[src/rtl/sumador_pkg.sv]
// Shared types and constants for the sumador_arbiter slice (FSM states, default widths).
package sumador_pkg;

    typedef enum logic [1:0] {
        S_IDLE = 2'd0,
        S_ADD  = 2'd1,
        S_DONE = 2'd2
    } state_t;

    localparam int WIDTH_DEF = 8;
    localparam int NREQ_MAX  = 4;
    localparam int IDX_W     = $clog2(NREQ_MAX);

endpackage

[src/rtl/sumador_arbiter_rr.sv]
// Combinational round-robin picker: first requester at or above ptr, wrapping to 0.
module rr_arbiter
    import sumador_pkg::*;
#(
    parameter int NREQ = 2
) (
    input  logic [NREQ-1:0]  req,
    input  logic [IDX_W-1:0] ptr,
    input  logic             en,
    output logic [NREQ-1:0]  grant,
    output logic [IDX_W-1:0] idx
);

    logic found;
    int   cand;

    always_comb begin
        grant = '0;
        idx   = '0;
        found = 1'b0;
        cand  = 0;
        for (int k = 0; k < NREQ; k++) begin
            cand = int'(ptr) + k;
            if (cand >= NREQ) begin
                cand = cand - NREQ;
            end
            if (en && !found && req[cand]) begin
                grant[cand] = 1'b1;
                idx         = cand[IDX_W-1:0];
                found       = 1'b1;
            end
        end
    end

endmodule

[src/rtl/sumador_arbiter.sv]
// Round-robin shared adder: one operand pair in flight, result held until consumed.
// Optional macro SUMADOR_SAT_EN saturates res_sum to all ones on carry-out.
module sumador_arbiter
    import sumador_pkg::*;
#(
    parameter int WIDTH = WIDTH_DEF,
    parameter int NREQ  = 2
) (
    input  logic                  clk,
    input  logic                  rst,
    input  logic [NREQ-1:0]       req_valid,
    input  logic [NREQ*WIDTH-1:0] req_a,
    input  logic [NREQ*WIDTH-1:0] req_b,
    output logic [NREQ-1:0]       req_ready,
    output logic                  res_valid,
    input  logic                  res_ready,
    output logic [WIDTH-1:0]      res_sum,
    output logic                  res_cout,
    output logic [IDX_W-1:0]      res_id,
    output logic                  busy
);

    state_t           state;
    logic [IDX_W-1:0] ptr;
    logic [IDX_W-1:0] ptr_next;
    logic [IDX_W-1:0] id_q;
    logic [IDX_W-1:0] gnt_idx;
    logic [NREQ-1:0]  grant;
    logic             arb_en;
    logic             transfer;
    logic [WIDTH-1:0] a_q;
    logic [WIDTH-1:0] b_q;
    logic [WIDTH:0]   sum_full;
    logic [WIDTH-1:0] sum_sel;

    // Grants are suppressed during reset so a held req_valid is never accepted.
    assign arb_en    = (state == S_IDLE) && !rst;
    assign req_ready = grant;
    assign transfer  = |(req_valid & grant);
    assign busy      = (state != S_IDLE);
    assign ptr_next  = (id_q == IDX_W'(NREQ - 1)) ? '0 : id_q + 1'b1;
    assign sum_full  = {1'b0, a_q} + {1'b0, b_q};

    always_comb begin
        sum_sel = sum_full[WIDTH-1:0];
`ifdef SUMADOR_SAT_EN
        if (sum_full[WIDTH]) begin
            sum_sel = '1;
        end
`endif
    end

    rr_arbiter #(
        .NREQ (NREQ)
    ) u_rr (
        .req   (req_valid),
        .ptr   (ptr),
        .en    (arb_en),
        .grant (grant),
        .idx   (gnt_idx)
    );

    always_ff @(posedge clk) begin
        if (rst) begin
            state     <= S_IDLE;
            ptr       <= '0;
            id_q      <= '0;
            a_q       <= '0;
            b_q       <= '0;
            res_valid <= 1'b0;
            res_sum   <= '0;
            res_cout  <= 1'b0;
            res_id    <= '0;
        end else begin
            case (state)
                S_IDLE: begin
                    if (transfer) begin
                        a_q   <= req_a[int'(gnt_idx)*WIDTH +: WIDTH];
                        b_q   <= req_b[int'(gnt_idx)*WIDTH +: WIDTH];
                        id_q  <= gnt_idx;
                        state <= S_ADD;
                    end
                end
                S_ADD: begin
                    res_sum   <= sum_sel;
                    res_cout  <= sum_full[WIDTH];
                    res_id    <= id_q;
                    res_valid <= 1'b1;
                    state     <= S_DONE;
                end
                S_DONE: begin
                    // Pointer moves past the owner only once the result is consumed.
                    if (res_ready) begin
                        res_valid <= 1'b0;
                        ptr       <= ptr_next;
                        state     <= S_IDLE;
                    end
                end
                default: begin
                    state <= S_IDLE;
                end
            endcase
        end
    end

endmodule
[config.mk]
export PLATFORM = sky130hd
export DESIGN_NAME = sumador_arbiter
export DESIGN_NICKNAME = d
export VERILOG_FILES = /design/src/rtl/sumador_pkg.sv /design/src/rtl/sumador_arbiter_rr.sv /design/src/rtl/sumador_arbiter.sv
export SDC_FILE = /design/constraint.sdc
export NUM_CORES = 1
export LEC_CHECK = 0
export BUFFER_PORTS_ARGS = -buffer_cell sky130_fd_sc_hd__clkbuf_2
export CAP_MARGIN = 10
export CORE_ASPECT_RATIO = 0.6
export CORE_MARGIN = 5
export CORE_UTILIZATION = 35
export CTS_CLUSTER_SIZE = 14
export DETAILED_ROUTE_END_ITERATION = 8
export PLACE_DENSITY = 0.59
export SYNTH_ARGS = -nofsm -noshare
export SYNTH_HDL_FRONTEND = slang
export SYNTH_SLANG_ARGS = --single-unit
[constraint.sdc]
create_clock -name clk -period 1.75 [get_ports clk]
set_input_delay 0.2625 -clock clk [delete_from_list [all_inputs] [get_ports clk]]
set_output_delay 0.2625 -clock clk [all_outputs]
set_load 0.05 [all_outputs]
# Word-level counts from Yosys, hierarchy flattened
# Index checks and enable logic that the tools add are counted.
[op_classes]
n_shift = 2
bitwise_logic = 2
n_reduce_logical = 16
add_sub_neg = 5
magnitude_cmp = 6
muxes = 23
eq_ne = 5
[op_table]
columns = ["cell", "n"]
rows = [
  ["32-bit by 1-bit greater-or-equal comparator with 1-bit output, second input constant", 2],
  ["32-bit by 3-bit less-than comparator with 1-bit output, second input constant", 2],
  ["32-bit 2-to-1 mux", 2],
  ["32-bit by 3-bit greater-or-equal comparator with 1-bit output, second input constant", 1],
  ["16-bit by 6-bit variable part select with 8-bit output", 2],
  ["32-bit by 3-bit subtractor with 32-bit output, second input constant", 1],
  ["2-bit 2-to-1 mux", 7],
  ["1-bit 2-to-1 mux", 10],
  ["8-bit by 8-bit adder with 9-bit output", 1],
  ["2-bit AND reduction", 4],
  ["1-bit logical AND", 6],
  ["2-bit one-hot mux with 3 select lines", 1],
  ["2-bit by 1-bit equality test with 1-bit output, second input constant", 2],
  ["2-bit inequality test, second input constant", 2],
  ["2-bit nonzero test", 2],
  ["2-bit by 1-bit adder with 3-bit output, second input constant", 1],
  ["2-bit by 2-bit subtractor with 3-bit output, second input constant", 1],
  ["2-bit by 1-bit adder with 2-bit output, second input constant", 1],
  ["2-bit bitwise AND", 1],
  ["1-bit demux with 1-bit select", 2],
  ["2-bit equality test, second input constant", 1],
  ["2-bit greater-or-equal comparator, second input constant", 1],
  ["1-bit zero test", 2],
  ["2-bit zero test", 1],
  ["3 further kinds", 3],
]
[totals]
elab_cells = 68
in_bits = 37
output_inout_bits = 15
reg_bits = 34

# Logic depth before layout (Yosys ltp)
# Gate-level depths: netlist of the first run.
[logic_depth]
depth_word = 15
mapped_depth = 7
mapped_depth_nobuf = 7

# Hierarchy
# Synthesis of the first run repeated with hierarchy kept, for this count alone.
[hier_totals]
hier_cells = 212
area_unflattened_um2 = 1784.2
[by_module_without_submodules]
columns = ["mod", "seq_area_each_um2", "area_each_um2", "instances", "cells_each"]
rows = [
  ["sumador_arbiter", 680.7, 1745.4, 1, 204],
  ["rr_arbiter", 0.0, 38.8, 1, 8],
]

# Worst setup path after synthesis of the first run
# No wires, ideal clock.
[synth_timing]
kind = "reg2reg"
from = "register a_q[0]"
to = "register res_sum[6]"
setup_slack_ps = 147
path_buffers = 0
required_time_ps = 1676
period_less_slack_ps = 1603
t_arrival_ps = 1528
setup_ps = 74
path_stages_with_launch = 8
cell_sequence = "dfxtp_1 ha_1 inv_1 fa_1 nor2b_1 o2111ai_1 a21o_1 a31oi_1"
[synth_via]
elab_chain_cells = 1
[synth_lines]
columns = ["item", "line_no", "rtl"]
rows = [
  ["from (decl)", "sumador_arbiter.sv:31", "logic [WIDTH-1:0] a_q;"],
  ["from (signal assigned)", "sumador_arbiter.sv:78", "a_q <= req_a[int'(gnt_idx)*WIDTH +: WIDTH];"],
  ["8-bit by 8-bit adder with 9-bit output", "sumador_arbiter.sv:42", "assign sum_full = {1'b0, a_q} + {1'b0, b_q};"],
  ["to (signal assigned)", "sumador_arbiter.sv:85", "res_sum <= sum_sel;"],
  ["to (decl)", "sumador_arbiter.sv:17", "output logic [WIDTH-1:0] res_sum,"],
]
# No other way between the ends.
# A chain may end at the register's enable or synchronous reset.

# Worst setup path after layout of the first run
[layout_timing]
from = "register a_q[0]"
to = "register res_cout"
[layout_via]
elab_chain_cells = 1
[layout_lines]
columns = ["item", "line_no", "rtl"]
rows = [
  ["8-bit by 8-bit adder with 9-bit output", "sumador_arbiter.sv:42", ""],
  ["to (signal assigned)", "sumador_arbiter.sv:86", "res_cout <= sum_full[WIDTH];"],
  ["to (decl)", "sumador_arbiter.sv:18", "output logic res_cout,"],
]
# No other way between the ends.

==> results.tsv, run 1 <==
metric	value	unit
worst setup path class	reg -> reg	
vias in the first global route	1472	
Slew HR	67.2	%
clock tree sinks	34	
CTS tree	yes	
H-tree depth	2	
largest net degree at the start of global routing	18	
Detailed Route WL	4480	um
Root Buffer Master	clkbuf_8	
worst vdd rail ir drop	0.000312	V
Yosys warnings	0	
Mapped Nets	229	
area occupied by multi-input gates	0.00107	sq mm
number of synthesized flops with an enable pin	0	
GP Congestion	0.845	
library cells used by synthesis	47	
1st-iter DRT viols	50	
Initial Util	35.8	%
largest fanout on the critical path	3	
Post-synth ARST share	0	%
I/O Buffers	51	
drt via density	4.96	
antenna-violating nets left	0	
Die ar.	0.00673	sq mm
first-pass GRT wire length	7270	um
hold path cells	2	
Routed WL per cell	14.4	um
startpoint type of the worst setup path	flip-flop	
fraction of layout cells with a size suffix above 1	39.6	%
unrepaired setup endpoints after global routing	false	
FF+latch count, synth	34	
reg2reg path depth	7	
initial antenna violation count	0	
number of diodes	0	
Post-synth top flop	dfxtp_1	
die extent in y	65.6	um
Max Clk Rate	599	MHz
sequential area share after synthesis	37.8	%
Design Power	2.01	mW
hold_buf cts	0	
post-synth top area cell	dfxtp_1	
DRC	0	
most common cell after layout, fill and taps aside	clkbuf_2	
Arr. time, crit path	1.88	ns
Reg clk slew, reported paths	0.07	ns
Clk Latency, worst-skew pair	0.29	ns
Row Count	20	
minimum clock period	1.67	ns
clk_skew	0.00879	ns
max-slew violations	0	
Via Count	1542	
Lkg Pwr	1.08	nW
Mapped Cells	183	
status	complete, no violations	
Reg area	683	sq um
IO Count	52	
Final period util	95.3	%
area growth from synthesis to layout	29.4	%
CP endpoint kind	flip-flop	
Core Box Area	0.00503	sq mm
top cells by area, synth	dfxtp_1 (38%), mux2i_1 (8.9%), a211oi_2 (5.6%), ha_1 (5.6%), o2bb2ai_1 (3.4%)	
Overflow after GRT	0	
worst-margin pin slew	0.492	ns
DP HPWL	3420	um
Finished Core Util	46.3	%
first drt pass iteration count	4	
number of CTS-inserted buffers	5	
die width	103	um
Max Cap Violations	0	
All-Layer GR Usage	14.2	%
most frequent cells in the layout	clkbuf_2 (49), dfxtp_1 (32), nor2_1 (16), mux2i_1 (16), buf_4 (11)	
Mapped Area	0.00180	sq mm
HP Class	in -> reg	
Yosys top cell area share	37.8	%
PwrDens	863	mW/mm^2
Hold Violations, Final	0	
Worst Path Required	1.96	ns
Mean Syn Cell Area	9.85	sq um
Final #Nets	290	
Bufs on Longest Clock Path	2	
# setup viols final	0	
fillers	500	
==> synth_stat cells (3+ instances only) <==
cell type and number:
o21a_1 5, nor3_1 3, and2_1 3, dfxtp_1 34, a211oi_2 8, ha_1 8, a21o_1 3, mux2i_1 16
a31oi_1 3, buf_2 4, o2bb2ai_1 7, nor2_1 16, nand3_1 5, a211oi_1 4, a21oi_1 10, o21ai_0 3
nand2_1 8, inv_1 5
==> cell families (layout without fill, tap and decap cells) <==
group / Yosys count / count (layout) / synth area share (%)
multiplexers: 16 / 16 / 8.89
AO/OA/AOI/OAI: 54 / 54 / 25.3
AND/OR/NAND/NOR: 53 / 53 / 16.5
flip-flops: 34 / 34 / 37.8
buffers and inverters: 16 / 78 / 4.44
XOR/XNOR: 1 / 1 / 0.486
adder cells (fa/ha/maj): 9 / 9 / 6.67
==> cell type report <==
cell class	count	area share [%]
clock buffers	6	3.54
clock inverters	2	0.537
inverters	8	1.29
multi-input cells	133	46.0
flip-flops and latches	34	29.3
well taps	66	3.54
repair buffers	62	15.8
==> stage by stage <==
| step | cells | TNS [ns] | hold slack [ns] | worst slack, ns | cell area, sq um |
|---|---|---|---|---|---|
| final | 311 | 0 | 0.247 | 0.0819 | 2330 |
| after global routing | 311 | 0 | 0.263 | 0.0000739 | 2330 |
| after CTS | 307 | 0 | 0.241 | 0.0138 | 2280 |
| after detailed placement | 299 | -0.0254 | 0.452 | -0.0254 | 2170 |
| after global placement | 299 | 0 | 0.449 | 0.0504 | 2170 |
| after floorplan | 183 | 0 | 0.435 | 0.147 | 1800 |
==> where the power goes <==
| group | internal (mW) | switching [mW] |
|---|---|---|
| combinational | 0.213 | 0.301 |
| clock | 0.316 | 0.297 |
| sequential | 0.836 | 0.0473 |
| total | 1.37 | 0.645 |
==> final timing paths <==
| path | from | end | slack, ns |
|---|---|---|---|
| worst max-delay path | a_q[0] | res_cout | 0.08 |
| worst min-delay path | rst | state[1] | 0.25 |
| worst max register to register | a_q[0] | res_cout | 0.08 |
| worst min register to register | res_sum[2] | res_sum[2] | 0.46 |
==> timing repair <==
| item | in CTS | in global routing |
|---|---|---|
| setup endpoints to repair | 2 | 6 |
| resized for setup | 3 | 6 |
| pin swaps | 0 | 6 |
| buffers inserted | 0 | 4 |
==> routing by layer <==
layer  vias up  GRT usage (%)  share of wire [%]
met3         4           4.03                7.4
met5         -              0                  0
met4         0           5.40               0.94
met1       693           21.6                 53
met2        50           18.3                 38
li1        795              -                  -
==> critical path, cell delays in order, from the launching register on <==
cell and delay (ns):
dfxtp_1 0.34, ha_2 0.21, inv_1 0.06, fa_2 0.35, nor2b_2 0.15, o2111ai_2 0.14, a21bo_2 0.22, a21oi_1 0.12
==> sequential cells by signal, summed over array words and instances (netlist names) <==
name	flops
ptr	2
res_cout	1
res_id	2
state	2
a_q	8
res_sum	8
b_q	8
res_valid	1
id_q	2
Power figures use the tool's default switching activity.
==> inputs of run 2 (changes only) <==
PLACE_DENSITY = 0.58   (was 0.59)
SETUP_SLACK_MARGIN = 0.2   (was not set)
==> run 2 against run 1 <==
  * Sequential cell count did not move
  * Critical path depth did not move
  * Combinational power rose by 8.9%
  * Utilization rose by 3.6 points
  * Sequential share of layout area fell by 1.7 points
  * Hold slack got worse by 0.0014 ns
  * Via count rose by 3.5%
  * Maximum frequency rose by 1.9%
  * Non-clock buffer count rose by 3
  * Cell area rose by 7.7%
  * Cell count rose by 0.96%
  * Critical endpoint is now res_sum[6]
  * Highest routed layer unchanged
==> results.tsv, run 2 (same netlist as run 1, synthesis figures left out) <==
metric	value	unit
status	complete, no violations	
Max Clk Rate	611	MHz
1st-iter DRT viols	79	
DP HPWL	3500	um
Final Non-Filler Cells	314	
most frequent cells in the layout	clkbuf_2 (49), dfxtp_1 (28), nor2_1 (16), mux2i_1 (16), buf_4 (11)	
biggest regs	a_q: 8 flops, b_q: 8 flops, res_sum: 8 flops	
max-slew violations	0	
placed insts	301	
worst-margin pin slew	0.400	ns
Lkg Pwr	1.14	nW
IO Count	52	
initial antenna violation count	0	
Critical-path top delay cell	fa_2	
hold_buf cts	0	
first-pass GRT wire length	7490	um
unrepaired setup endpoints after global routing	true	
die extent in y	65.6	um
PwrDens	928	mW/mm^2
# setup viols final	0	
first drt pass iteration count	4	
I/O Buffers	51	
Detailed Route WL	4700	um
CTS tree	yes	
most common cell after layout, fill and taps aside	clkbuf_2	
DRC	0	
vias in the first global route	1543	
clk_skew	0.00921	ns
Final period util	93.6	%
largest fanout on the critical path	3	
CP endpoint kind	flip-flop	
Root Buffer Master	clkbuf_8	
Worst Path Required	1.97	ns
Reg clk slew, reported paths	0.08	ns
Initial Util	35.8	%
Via Count	1596	
Bufs on Longest Clock Path	2	
Arr. time, crit path	1.86	ns
H-tree depth	2	
Routed WL per cell	15.0	um
area growth from synthesis to layout	39.4	%
number of diodes	0	
GP Congestion	0.833	
startpoint type of the worst setup path	flip-flop	
HP Class	in -> reg	
Fin Hold WS	0.246	ns
drt via density	5.08	
Final #Nets	293	
die width	103	um
Row Count	20	
slowest stage delay, CP	0.39	ns
worst vdd rail ir drop	0.000330	V
number of CTS-inserted buffers	5	
Slew HR	73.1	%
fraction of layout cells with a size suffix above 1	44.4	%
Core Box Area	0.00503	sq mm
antenna-violating nets left	0	
Max Cap Violations	0	
Overflow after GRT	0	
All-Layer GR Usage	14.5	%
CP cell instances	ha_4 -> inv_1 -> fa_2 -> nor2b_4 -> o2111ai_4 -> a21o_1 -> a31oi_1	
Die ar.	0.00673	sq mm
Clk Latency, worst-skew pair	0.29	ns
minimum clock period	1.64	ns
worst setup path class	reg -> reg	
Setup TNS	0	ns
clock tree sinks	34	
largest net degree at the start of global routing	19	
Hold Violations, Final	0	
## run 2: final timing paths
check,from,end,slack (ns),depth (start not counted)
worst max register to register,b_q[0],res_sum[6],0.11,7
worst min-delay path,res_ready,state[1],0.25,3
worst max-delay path,b_q[0],res_sum[6],0.11,7
worst min register to register,res_sum[2],res_sum[2],0.45,2
## run 2: through the flow
| stage | total power [mW] | area, sq um | utilization (%) | worst slack, ns |
|---|---|---|---|---|
| finish | 2.33 | 2510 | 49.9 | 0.113 |
| global route | 2.45 | 2510 | 49.9 | 0.00797 |
| CTS | 2.32 | 2450 | 48.8 | 0.113 |
| detailed placement | 1.41 | 2230 | 44.3 | 0.0932 |
| global placement | 1.41 | 2230 | 44.3 | 0.136 |
| floorplan | 1.24 | 1830 | - | 0.208 |
## run 2: power breakdown
part,internal (mW),total [mW],switching [mW]
logic,0.244,0.560,0.317
registers,0.837,0.892,0.0548
clock network,0.571,0.878,0.307
## run 2: what timing repair did
item,4_1_cts,5_1_grt
pin swaps,9,5
setup buffers,4,1
endpoints found under the setup margin,6,15
resized for setup,9,12
## run 2: final cells by class
class                   count  area, sq um
fillers                   494         2520
multi-input cells         133         1150
flip-flops and latches     34          693
repair buffers             65          410
well taps                  66         82.6
clock buffers               5         68.8
clock inverters             3         68.8
inverters                   8         35.0
## run 2: critical path: cells and delay by family (launching register included)
family	cells	cell delay (ns)
DFF	1	0.35
AOI/OAI and AO/OA	3	0.47
buffers and inverters	1	0.06
and+or+nand+nor	1	0.16
adders and majority gates	2	0.54
## run 2: per-layer routing
layer  global-route usage [%]  share of wire [%]
met4                     3.93               0.77
met3                     4.24                6.1
met2                     20.6                 43
met5                        0                  0
met1                     21.2                 50
